==> src/rtl/elpis_host_mailbox.sv <==
// Word-level mailbox between the Elpis core and the host logic-analyzer port.
// Core output words queue in a small FIFO popped by host ack toggles; core input
// requests stall the core until the host delivers a word with a toggle handshake.
module elpis_host_mailbox #(
  parameter int unsigned DATA_W    = 32,
  parameter int unsigned OUT_DEPTH = 4
) (
  input  logic              clk,
  input  logic              rst,
  // Core-facing output path
  input  logic              core_out_valid,
  input  logic [DATA_W-1:0] core_out_data,
  output logic              core_out_ready,
  // Core-facing input path
  input  logic              core_in_req,
  output logic [DATA_W-1:0] core_in_data,
  output logic              core_in_valid,
  output logic              core_stall,
  // Host-facing output path
  output logic [DATA_W-1:0] host_out_data,
  output logic              host_out_pending,
  input  logic              host_out_ack,
  // Host-facing input path
  output logic              host_in_req,
  input  logic [DATA_W-1:0] host_in_data,
  input  logic              host_in_toggle,
  output logic              protocol_err
);

  localparam int unsigned PtrW = (OUT_DEPTH > 1) ? $clog2(OUT_DEPTH) : 1;
  localparam int unsigned CntW = PtrW + 1;
  localparam logic [CntW-1:0] CntFull = CntW'(OUT_DEPTH);

  typedef enum logic [1:0] {
    StIdle,
    StWait,
    StDeliver
  } in_state_e;

  // Toggle synchronizers and history flops
  logic ack_s1_q, ack_s2_q, ack_hist_q;
  logic tog_s1_q, tog_s2_q, tog_hist_q;
  logic ack_edge, tog_edge;

  // FIFO state
  logic [DATA_W-1:0] mem_q [OUT_DEPTH];
  logic [PtrW-1:0]   rd_ptr_q, rd_ptr_d;
  logic [PtrW-1:0]   wr_ptr_q, wr_ptr_d;
  logic [CntW-1:0]   count_q, count_d;
  logic              push, pop;

  // Input FSM state
  in_state_e         state_q, state_d;
  logic [DATA_W-1:0] in_data_q, in_data_d;
  logic              err_q, err_d;

  // Host toggles cross into the block clock; an edge is sync2 differing from history
  always_ff @(posedge clk or posedge rst) begin
    if (rst) begin
      ack_s1_q   <= 1'b0;
      ack_s2_q   <= 1'b0;
      ack_hist_q <= 1'b0;
      tog_s1_q   <= 1'b0;
      tog_s2_q   <= 1'b0;
      tog_hist_q <= 1'b0;
    end else begin
      ack_s1_q   <= host_out_ack;
      ack_s2_q   <= ack_s1_q;
      ack_hist_q <= ack_s2_q;
      tog_s1_q   <= host_in_toggle;
      tog_s2_q   <= tog_s1_q;
      tog_hist_q <= tog_s2_q;
    end
  end

  assign ack_edge = ack_s2_q ^ ack_hist_q;
  assign tog_edge = tog_s2_q ^ tog_hist_q;

  // Ready depends only on count, so a same-cycle pop does not free a slot early
  assign core_out_ready   = (count_q != CntFull);
  assign host_out_pending = (count_q != '0);
  assign host_out_data    = mem_q[rd_ptr_q];
  assign push             = core_out_valid & core_out_ready;
  assign pop              = ack_edge & host_out_pending;

  // Storage array carries no reset; contents are meaningless while count is zero
  always_ff @(posedge clk) begin
    if (push) begin
      mem_q[wr_ptr_q] <= core_out_data;
    end
  end

  // FIFO pointer and occupancy next-state
  always_comb begin
    rd_ptr_d = rd_ptr_q;
    wr_ptr_d = wr_ptr_q;
    count_d  = count_q;
    if (push) begin
      wr_ptr_d = wr_ptr_q + PtrW'(1);
    end
    if (pop) begin
      rd_ptr_d = rd_ptr_q + PtrW'(1);
    end
    unique case ({push, pop})
      2'b10:   count_d = count_q + CntW'(1);
      2'b01:   count_d = count_q - CntW'(1);
      default: count_d = count_q;
    endcase
  end

  // Input FSM next-state, capture and sticky protocol error
  always_comb begin
    state_d   = state_q;
    in_data_d = in_data_q;
    err_d     = err_q;
    if (ack_edge && !host_out_pending) begin
      err_d = 1'b1;
    end
    unique case (state_q)
      StIdle: begin
        if (tog_edge) begin
          err_d = 1'b1;
        end
        if (core_in_req) begin
          state_d = StWait;
        end
      end
      StWait: begin
        if (tog_edge) begin
          in_data_d = host_in_data;
          state_d   = StDeliver;
        end
      end
      StDeliver: begin
        if (tog_edge) begin
          err_d = 1'b1;
        end
        state_d = StIdle;
      end
      default: state_d = StIdle;
    endcase
  end

  // State registers for FIFO control and input FSM
  always_ff @(posedge clk or posedge rst) begin
    if (rst) begin
      rd_ptr_q  <= '0;
      wr_ptr_q  <= '0;
      count_q   <= '0;
      state_q   <= StIdle;
      in_data_q <= '0;
      err_q     <= 1'b0;
    end else begin
      rd_ptr_q  <= rd_ptr_d;
      wr_ptr_q  <= wr_ptr_d;
      count_q   <= count_d;
      state_q   <= state_d;
      in_data_q <= in_data_d;
      err_q     <= err_d;
    end
  end

  assign core_in_data  = in_data_q;
  assign core_in_valid = (state_q == StDeliver);
  assign host_in_req   = (state_q == StWait);
  assign protocol_err  = err_q;
  assign core_stall    = (core_out_valid & ~core_out_ready) |
                         (core_in_req & (state_q != StDeliver));

endmodule

==> config.mk <==
export PLATFORM = sky130hd
export DESIGN_NAME = elpis_host_mailbox
export DESIGN_NICKNAME = d
export VERILOG_FILES = /design/src/rtl/elpis_host_mailbox.sv
export SDC_FILE = /design/constraint.sdc
export NUM_CORES = 1
export LEC_CHECK = 0
export ABC_AREA = 1
export CAP_MARGIN = 20
export CORE_UTILIZATION = 38
export CTS_CLUSTER_DIAMETER = 150
export CTS_CLUSTER_SIZE = 24
export DETAILED_ROUTE_END_ITERATION = 8
export HOLD_SLACK_MARGIN = 0.06
export PLACE_DENSITY_LB_ADDON = 0.08
export SYNTH_ARGS = -nofsm -noshare
export SYNTH_HDL_FRONTEND = slang
export SYNTH_SLANG_ARGS = --single-unit
==> constraint.sdc <==
create_clock -name clk -period 2.7 [get_ports clk]
set_input_delay 0.54 -clock clk [delete_from_list [all_inputs] [get_ports clk]]
set_output_delay 0.54 -clock clk [all_outputs]
set_load 0.005 [all_outputs]
==> flow_metrics.py <==
metrics = {
    "route": {
        "firstDrtPassIters": 4,
        "vias_per_cell": 4.73,
        "vias": 4692,
        "drtAntennaViolNets": 0,
        "drt-initial-drc-count": 171,
        "drc": 0,
        "route.final.wire_length_um": 14800,
        "routedWlPerCell_um": 14.9,
    },
    "yosys": {
        "syn_inst": 607,
        "ys_seq_area_share_pct": 70.3,
        "synth.distinct_cells": 21,
        "synth.avg_cell_area_um2": 11.8,
        "synth_fp_nets": 683,
        "ys_warn_count": 0,
        "synth_area_um2": 7180,
        "ys_ff_latch": 176,
    },
    "worst_setup_path": {
        "crit_family": "buffers and inverters",
        "crit_fanout": 48,
        "timing.rr.start": "count_q[0]$_DFFE_PP0P_",
        "regToRegSetupSlack_ns": 0.42,
        "endpoint_kind": "output pin",
        "cp.required_ns": 2.16,
        "crit_path_max_incr_delay_ns": 0.51,
        "crit_chain": "clkinv_4, buf_12, nand2_1, o211ai_1, nand2_1, clkdlybuf4s50_1",
        "crit_arrival_ns": 1.98,
        "start_kind": "flip-flop",
        "cp.buffers_inverters": 3,
        "r2r-end": "count_q[2]$_DFFE_PP0P_",
        "critical_path_class": "reg -> out",
        "r2r_cells": 10,
        "slowest_stage": "clkdlybuf4s50_1",
        "cpMostUsedCell": "nand2_1",
    },
    "sta": {
        "hold_viol_final": 0,
        "tightest_slew_ns": 0.687,
        "min_period_over_period_pct": 93.5,
        "max_slew_margin_pct": 54.0,
        "setup_viol": 0,
        "fmax_mhz": 396,
        "rsz0062_at_grt": "no",
        "period_needed_ns": 2.52,
        "fin_tns_setup_ns": 0,
        "clock_skew_ns": 0.00734,
        "slew_viol_final": 0,
    },
    "place": {
        "detailed_place_hpwl_um": 9270,
        "gp_congestion": 0.697,
        "portBuffers": 139,
    },
    "clock_tree": {
        "cts_buffers": 17,
        "h-tree-depth": 4,
        "cts_tree": "done",
        "insertion_delay_ns": 0.42,
        "cts_root_buf": "clkbuf_16",
        "clk_path_buf_depth": 2,
        "cts-hold-fix-buffers": 0,
        "clk_pin_slew_ns": 0.07,
        "cts_sinks": 176,
        "postCtsSetupBuffers": 0,
    },
    "cells_and_area": {
        "drive_gt1_share_pct": 7.34,
        "final_common_cell": "nand2_1",
        "nFillCells": 1597,
        "nets": 827,
        "final_cell_mix": "nand2_1, clkdlybuf4s50_1, edfxtp_1",
        "area_growth_pct": 31.3,
        "n_antenna_cell": 0,
    },
    "pwr": {
        "total_power_mw": 10.1,
        "ir_drop_mv": 0.510,
        "internal_power_mw": 6.87,
        "power_frac_clock_pct": 23.5,
        "p_switching_mw": 3.20,
        "swShare_pct": 31.8,
        "power_density_nw_per_um2": 1070,
        "p_comb_share_pct": 37.7,
        "seq_power_share_pct": 38.9,
        "leakage_nw": 3.91,
    },
    "flow_run": {
        "cap_viol_max_count": 0,
    },
    "global_routing": {
        "grt_start_max_net_pins": 49,
        "grt_pass1_vias": 4573,
        "antenna_found_initial": 0,
        "grt_usage_pct": 16.0,
        "grt_overflow": 0,
        "grt_first_pass_wirelength_um": 23900,
    },
    "floorplan": {
        "die-area_um2": 19400,
        "die_w_um": 139,
        "core_um2": 18200,
        "num_rows": 49,
        "die_h_um": 139,
        "start_util_pct": 39.4,
        "io-pin-count": 140,
    },
    "hold_path": {
        "hp-start": "tog_s1_q$_DFF_PP0_",
        "hold_class": "reg -> reg",
        "holdPathStages": 0,
        "min_to": "tog_s2_q$_DFF_PP0_",
    },
    "outcome": {
        "outcome": "complete, no violations",
    },
}
cell usage after synthesis (all sizes together):
| cell type | number | area (µm²) |
|---|---|---|
| ha | 5 | 62.6 |
| nand3 | 40 | 200 |
| nor2 | 7 | 42.5 |
| buf | 25 | 219 |
| nand2 | 188 | 716 |
| edfxtp | 128 | 3840 |
| xnor2 | 1 | 8.76 |
| o21ai | 4 | 20.0 |
| clkbuf | 5 | 18.8 |
| inv | 89 | 334 |
| dfrtp | 48 | 1200 |
| o211ai | 64 | 480 |
| nand4 | 1 | 6.26 |
| a21oi | 1 | 5.00 |
| fa | 1 | 20.0 |
flip-flops by register name (all words and copies together), names as in the netlist:
signal / cells
ack_hist_q: 1
ack_s1_q: 1
ack_s2_q: 1
core_in_data: 32
count_q: 3
mem_q: 128
protocol_err: 1
rd_ptr_q: 2
state_q: 2
tog_hist_q: 1
tog_s1_q: 1
tog_s2_q: 1
wr_ptr_q: 2
worst max path at each step:
stage	cells past startpoint	slack [ns]	start	to
2_1_floorplan	4	0.16	count_q[0]$_DFFE_PP0P_	mem_q[0][0]$_DFFE_PP_
3_3_place_gp	9	0.24	core_out_valid	count_q[2]$_DFFE_PP0P_
3_5_place_dp	9	0.18	core_out_valid	count_q[2]$_DFFE_PP0P_
4_1_cts	6	0.08	rd_ptr_q[0]$_DFFE_PP0P_	host_out_data[1]
5_1_grt	6	0.02	rd_ptr_q[0]$_DFFE_PP0P_	host_out_data[12]
6_report	6	0.18	rd_ptr_q[0]$_DFFE_PP0P_	host_out_data[17]
worst register-to-register path: stages (launching register included):
cell and delay [ns]:
dfrtp_1 0.39, inv_1 0.14, nand3_1 0.22, nand2_1 0.42
ha_1 0.25, inv_1 0.07, fa_1 0.39, nand2_1 0.10
nand3_1 0.08, nand2_1 0.06, nand2_1 0.04
per-layer routing:
layer	vias to the layer above	GRT usage [%]	part of all wire [%]
met2	126	26.3	49
met5	-	0	0
met1	2219	19.7	43
met3	14	6.23	7.3
met4	0	4.39	0.78
li1	2333	-	-
metrics by stage:
stage          cell area [µm²]  util [%]  worst slack (ns)  instances  hold WS (ns)
2_1_floorplan             7180         -             0.160        607         0.331
3_3_place_gp              8850      48.6             0.244        960         0.332
3_5_place_dp              8850      48.6             0.178        960         0.335
4_1_cts                   9420      51.7            0.0759        991         0.350
5_1_grt                   9430      51.8            0.0164        992         0.363
6_report                  9430      51.8             0.176        992         0.349
area by class of cell:
cell class	count	area, µm²	share of cell area, %
sequential	176	5050	53.5
multi-input combinational	312	1590	16.9
timing repair buffer	154	1590	16.9
clock buffer	17	425	4.51
inverter	89	339	3.60
tap	229	287	3.04
clock inverter	14	141	1.50
timing repair inverter	1	5.00	0.0531
power groups by stage:
stage                     sequential, mW  clock, mW  combinational (mW)
after global routing                3.98       2.53                4.25
after CTS                           3.91       2.42                3.88
after global placement              3.92          0                3.79
after floorplan                     3.95          0                1.91
after detailed placement            3.95          0                3.86
final                               3.91       2.36                3.79
timing repair:
item                                    CTS  global route
endpoints found under the hold margin     0             0
endpoints found under the setup margin   27             9
resized for setup                         1             1
cloned                                    0             1
cells by family after synthesis:
| group | after synthesis | synth area share, % |
|---|---|---|
| flip-flops | 176 | 70.3 |
| XOR/XNOR | 1 | 0.122 |
| AND/OR/NAND/NOR | 236 | 13.4 |
| AO/OA/AOI/OAI | 69 | 7.04 |
| adder cells (fa/ha/maj) | 6 | 1.15 |
| buffers and inverters | 119 | 7.97 |
Power figures use the tool's default switching activity.
